$ cat config.mk
export PLATFORM = sky130hd
export DESIGN_NAME = sdram_client_arbiter
export DESIGN_NICKNAME = d
export VERILOG_FILES = /design/src/rtl/sdram_client_arbiter.sv
export SDC_FILE = /design/constraint.sdc
export NUM_CORES = 1
export LEC_CHECK = 0
export CORE_ASPECT_RATIO = 2
export CORE_MARGIN = 8
export CORE_UTILIZATION = 56
export DETAILED_ROUTE_END_ITERATION = 8
export PLACE_DENSITY_LB_ADDON = 0.25
export SLEW_MARGIN = 20
export SYNTH_ARGS = -nofsm -noshare
export SYNTH_HDL_FRONTEND = slang
export SYNTH_SLANG_ARGS = --single-unit
$ cat constraint.sdc
create_clock -name CLK -period 2.3 [get_ports CLK]
set_input_delay 0.23 -clock CLK [delete_from_list [all_inputs] [get_ports CLK]]
set_output_delay 0.23 -clock CLK [all_outputs]
set_load 0.01 [all_outputs]
$ cat src/rtl/sdram_client_arbiter.sv
// Four-client SDRAM command-port arbiter: edge-captured requests, fixed priority with aging,
// READY-fall/READY-rise strobe handshake and timeout abort. Optional statistics: SDRAM_ARB_STATS_EN.
module sdram_client_arbiter #(
  parameter int unsigned AGE_LIMIT  = 6,
  parameter int unsigned WAIT_W     = 4,
  parameter int unsigned TIMEOUT    = 63,
  parameter logic [3:0]  WR_MASK    = 4'b1000,
  parameter logic [3:0]  BURST_MASK = 4'b0010
) (
  input  logic                CLK,
  input  logic                RESET,
  input  logic [3:0]          REQ,
  input  logic [3:0]          EN,
  input  logic                SDRAM_READY,
  output logic                SDRAM_RD,
  output logic                SDRAM_WR,
  output logic                SDRAM_BURST,
  output logic [1:0]          SEL,
  output logic                BUSY,
  output logic [3:0]          DONE,
  output logic                ERR,
  output logic [3:0]          PEND
`ifdef SDRAM_ARB_STATS_EN
  ,
  input  logic                STATS_CLR,
  output logic [63:0]         GRANT_CNT,
  output logic [4*WAIT_W-1:0] MAX_WAIT
`endif
);

  typedef enum logic [1:0] {
    ST_IDLE,
    ST_ISSUE,
    ST_BUSY
  } state_t;

  localparam int unsigned        TMO_W       = (TIMEOUT > 1) ? $clog2(TIMEOUT) : 1;
  localparam logic [WAIT_W-1:0]  LP_AGE      = WAIT_W'(AGE_LIMIT);
  localparam logic [WAIT_W-1:0]  LP_SAT      = '1;
  localparam logic [TMO_W-1:0]   LP_TMO_LAST = TMO_W'(TIMEOUT - 1);

  state_t            r_state;
  logic [3:0]        r_req_q;
  logic [3:0]        r_pend;
  logic [WAIT_W-1:0] r_wait [4];
  logic [TMO_W-1:0]  r_tmo;
  logic              r_rd;
  logic              r_wr;
  logic              r_burst;
  logic [1:0]        r_sel;
  logic              r_busy;
  logic [3:0]        r_done;
  logic              r_err;

  logic [3:0]        w_edge;
  logic [3:0]        w_urgent;
  logic              w_grant;
  logic [1:0]        w_win;
  logic [3:0]        w_grant_vec;

  function automatic logic [1:0] f_lowest(input logic [3:0] v);
    if (v[0])      return 2'd0;
    else if (v[1]) return 2'd1;
    else if (v[2]) return 2'd2;
    else           return 2'd3;
  endfunction

  for (genvar g = 0; g < 4; g++) begin : g_client
    assign w_urgent[g] = r_pend[g] && (r_wait[g] >= LP_AGE);

    always_ff @(posedge CLK or posedge RESET) begin
      if (RESET) begin
        r_wait[g] <= '0;
      end else if (w_grant_vec[g]) begin
        r_wait[g] <= '0;
      end else if (r_pend[g] && (r_wait[g] != LP_SAT)) begin
        r_wait[g] <= r_wait[g] + 1'b1;
      end
    end
  end

  always_comb begin
    w_edge      = REQ & ~r_req_q & EN;
    w_grant     = (r_state == ST_IDLE) && SDRAM_READY && (r_pend != '0);
    w_win       = (w_urgent != '0) ? f_lowest(w_urgent) : f_lowest(r_pend);
    w_grant_vec = w_grant ? (4'b0001 << w_win) : '0;
  end

  // A fresh edge in the grant cycle re-arms the pending bit the grant is clearing.
  always_ff @(posedge CLK or posedge RESET) begin
    if (RESET) begin
      r_req_q <= '0;
      r_pend  <= '0;
    end else begin
      r_req_q <= REQ;
      r_pend  <= (r_pend & ~w_grant_vec) | w_edge;
    end
  end

  always_ff @(posedge CLK or posedge RESET) begin
    if (RESET) begin
      r_state <= ST_IDLE;
      r_tmo   <= '0;
      r_rd    <= 1'b0;
      r_wr    <= 1'b0;
      r_burst <= 1'b0;
      r_sel   <= '0;
      r_busy  <= 1'b0;
      r_done  <= '0;
      r_err   <= 1'b0;
    end else begin
      r_done <= '0;
      r_err  <= 1'b0;
      case (r_state)
        ST_IDLE: begin
          if (w_grant) begin
            r_sel   <= w_win;
            r_wr    <= WR_MASK[w_win];
            r_rd    <= ~WR_MASK[w_win];
            r_burst <= BURST_MASK[w_win] & ~WR_MASK[w_win];
            r_busy  <= 1'b1;
            r_tmo   <= '0;
            r_state <= ST_ISSUE;
          end
        end
        ST_ISSUE, ST_BUSY: begin
          // Completion wins over a timeout landing in the same cycle.
          if ((r_state == ST_BUSY) && SDRAM_READY) begin
            r_done  <= 4'b0001 << r_sel;
            r_busy  <= 1'b0;
            r_state <= ST_IDLE;
          end else if (r_tmo == LP_TMO_LAST) begin
            r_rd    <= 1'b0;
            r_wr    <= 1'b0;
            r_burst <= 1'b0;
            r_err   <= 1'b1;
            r_done  <= 4'b0001 << r_sel;
            r_busy  <= 1'b0;
            r_state <= ST_IDLE;
          end else begin
            r_tmo <= r_tmo + 1'b1;
            if ((r_state == ST_ISSUE) && !SDRAM_READY) begin
              r_rd    <= 1'b0;
              r_wr    <= 1'b0;
              r_burst <= 1'b0;
              r_state <= ST_BUSY;
            end
          end
        end
        default: r_state <= ST_IDLE;
      endcase
    end
  end

  assign SDRAM_RD    = r_rd;
  assign SDRAM_WR    = r_wr;
  assign SDRAM_BURST = r_burst;
  assign SEL         = r_sel;
  assign BUSY        = r_busy;
  assign DONE        = r_done;
  assign ERR         = r_err;
  assign PEND        = r_pend;

`ifdef SDRAM_ARB_STATS_EN
  logic [15:0]       r_gcnt [4];
  logic [WAIT_W-1:0] r_maxw [4];

  for (genvar s = 0; s < 4; s++) begin : g_stats
    always_ff @(posedge CLK or posedge RESET) begin
      if (RESET) begin
        r_gcnt[s] <= '0;
        r_maxw[s] <= '0;
      end else if (STATS_CLR) begin
        r_gcnt[s] <= '0;
        r_maxw[s] <= '0;
      end else begin
        if (w_grant_vec[s] && (r_gcnt[s] != 16'hFFFF)) begin
          r_gcnt[s] <= r_gcnt[s] + 1'b1;
        end
        if (r_wait[s] > r_maxw[s]) begin
          r_maxw[s] <= r_wait[s];
        end
      end
    end

    assign GRANT_CNT[s*16 +: 16]        = r_gcnt[s];
    assign MAX_WAIT[s*WAIT_W +: WAIT_W] = r_maxw[s];
  end
`endif

endmodule

==> summary.txt <==
Status
  • Status: finished, final reports clean

Global route
  • Initial antenna violation count: 0
  • Global route overflow: 0
  • GR Layer Usage met2: 0.254
  • Largest net degree at the start of global routing: 44
  • GRT Total Usage: 0.159
  • First-pass GRT wire length: 8.04 mm
  • GR peak layer: met2
  • Vias in the first global route: approximately 1,800
  • Grt met3 use: 0.0580
  • Met1 Use GR: 0.185

Placed design
  • IO Port Bufs: 25
  • Cell area after placement: between 0.002 and 0.003 mm²
  • DP HPWL: about 3.5 mm
  • Final GP Congestion: between 0.7 and 0.8

Synthesis
  • Top area cells in the synthesized netlist: dfrtp_1 47%, ha_1 8.2%, nor2_1 4.9%, xnor2_1 4.6%, a21oi_1 3.9%
  • Yosys Warn Count: 0
  • Async S/R FF share, synth: 1.00
  • Synthesized Nets: 256
  • Unique cell type count in the Yosys netlist: 40
  • Mapped Cells: 230
  • EDFF count, synth: 0
  • Area share of the largest cell type after synthesis: 0.469
  • Synth Register Bits: between 40 and 50
  • Cell taking the most area after synthesis: dfrtp_1
  • Synthesized cell area: roughly 0.0023 mm²
  • Predominant post-synthesis flop cell: dfrtp_1
  • Syn Area/Cell: roughly 10 µm²
  • Register area share after synthesis: 0.469

Clock tree
  • Hold_buf cts: 0
  • H-tree depth: 2
  • Clock latency on the worst-skew pair: around 290 ps
  • Bufs on Longest Clock Path: 2
  • Post-CTS sizing: 0
  • Root Buffer: clkbuf_8
  • Setup bufs post-CTS: 0
  • Clock slew at reported path FFs: 80 ps
  • CTS Buf Count: 5
  • CTS tree: built
  • Clock tree sinks: between 40 and 50

Power and ir drop
  • Worst IR Drop VDD: slightly above 0.9 mV
  • Total power: roughly 0.0040 W
  • Power per cell area: ~1500 mW/mm²
  • Pleak: 1.21 nW

Setup path
  • Critical Path RT: around 2500 ps
  • CP max-delay cell: dfrtp_1
  • WS Path Type: reg -> reg
  • Arrival @ worst endpoint: about 2300 ps
  • Critical Path End Type: register
  • Critical Path, Cell by Cell: inv_1, ha_2, nand2_2, or2_1, a41o_4, a211oi_4, o22ai_1
  • Critical Path Source Type: register
  • Crit-path max cell delay: 420 ps
  • Crit Path Max Fanout: 9

Final layout
  • Layout cells sized above 1: 0.0985
  • Fin nets: 290
  • Number of antenna diodes: 0
  • Area growth, synth to finish: 18.5%
  • Post-route cell area: 0.00272 mm²
  • Layout fillers: 331

Route
  • Post-Route WL: roughly 4.7 mm
  • DRC: 0
  • Antenna-violating nets left: 0
  • Vias per cell: ~5.6
  • Post-DR wirelength/cell: ~15 µm
  • DR iter-0 viols: between 40 and 50
  • Drt first pass iters: 4
  • Via count: approximately 1,800

Die
  • DIE HEIGHT: ~110 µm
  • Die W: between 60 and 70 µm
  • Core area: 0.00401 mm²
  • Die area: about 0.0065 mm²
  • Initial core utilization: 0.573
  • Number of I/O pins: 26
  • Row cnt: 33

Timing
  • Max Transition Viols Final: 0
  • Hold Violations, Final: 0
  • RSZ-0062 raised after global routing: no
  • Slew Limit Headroom: 0.639
  • Clock Skews: between 6 and 7 ps
  • Worst slew pin tran: 541 ps
  • Final min period: ~2100 ps
  • F_max: between 400 and 500 MHz
  • Tcrit/Tclk final: 0.922
  • Final setup TNS: 0 ps
  • Final setup viols: 0

Hold path
  • Hold Path Class: in -> async

Flow run
  • Max_cap viols: 0
-- final timing paths --
kind / startpoint / endpoint / slack [ps] / cells after the start
min in group CLK: REQ[3] / r_req_q[3] / 410 / 1
min reg2reg: r_req_q[2] / PEND[2] / 420 / 1
min: RESET / r_tmo[3] / 370 / 3
max in group asynchronous: RESET / r_wait[2] / 1560 / 3
max: r_state[1] / PEND[2] / 180 / 7
max reg2reg: r_state[1] / PEND[2] / 180 / 7
-- cells in the final DEF, fill, tap and decap left out, types with 8 or more instances in the layout --
master and n:
inv_1 15, xnor2_1 12, nor3_1 8, nor2_1 30, a21oi_1 18, nand3_1 13, nand2_1 16, clkdlybuf4s50_1 25
dfrtp_1 43, ha_1 14
-- synthesized netlist by cell type (2+ instances only) --
master and instances:
a21oi_1 18, o21ai_0 7, o22ai_1 2, o31ai_1 3, nand3_1 13, dfrtp_1 43, a32o_1 3, a22o_1 2
or2_1 3, buf_2 2, o21ai_2 3, xnor2_1 12, nor3_1 8, nand2_1 16, ha_1 15, nor2_1 30
and4b_1 4, o22a_1 3, a211oi_1 7, inv_1 15, o21a_1 2
-- flip-flops by register name, summed over array words and instances (netlist names) --
register     count
DONE             4
r_wait          16
SEL              2
SDRAM_RD         1
SDRAM_WR         1
BUSY             1
r_state          2
r_req_q          4
ERR              1
r_tmo            6
PEND             4
SDRAM_BURST      1
-- layout make-up --
type | count | area, µm² | area share
well taps | 52 | 65.1 | 0.0239
multi-input cells | 168 | 1140 | 0.419
repair buffers | 31 | 295 | 0.109
flip-flops and latches | 43 | 1080 | 0.395
clock buffers | 6 | 82.6 | 0.0303
inverters | 15 | 56.3 | 0.0207
clock inverters | 1 | 5.00 | 0.00184
-- metrics by stage --
step	hold slack (ps)	setup WS (ps)	cells	util
detailed placement	417	135	309	0.657
global route	399	62.4	316	0.679
global placement	403	233	309	0.657
finish	375	179	316	0.679
floorplan	261	370	230	-
CTS	390	129	316	0.679
-- cell families after synthesis --
| group | Yosys count | synth area share |
|---|---|---|
| AO/OA/AOI/OAI | 60 | 0.196 |
| XOR/XNOR | 12 | 0.0458 |
| adder cells (fa/ha/maj) | 15 | 0.0817 |
| buffers and inverters | 19 | 0.0354 |
| flip-flops | 43 | 0.469 |
| multiplexers | 2 | 0.00926 |
| AND/OR/NAND/NOR | 79 | 0.163 |
-- report_power, final --
part / internal [W] / total [W] / switching [W] / leakage [nW]
registers: 0.00105 / 0.00136 / 0.000314 / 0.523
clock network: 0.000236 / 0.000476 / 0.000240 / 0.0470
logic: 0.000949 / 0.00216 / 0.00121 / 0.641
-- layer usage --
layer	up-vias	part of all wire
met5	-	0
met4	0	0.0096
met3	4	0.054
met2	43	0.50
met1	828	0.44
li1	887	-
-- worst max-delay path, delay by kind of cell, from the launching register on --
kind                     cells  cell delay, ps
AO/OA/AOI/OAI                3             720
adder cells (fa/ha/maj)      1             250
AND/OR/NAND/NOR              2             490
buffers and inverters        1             120
flip-flops                   1             420
(Power assumes the default switching activity.)
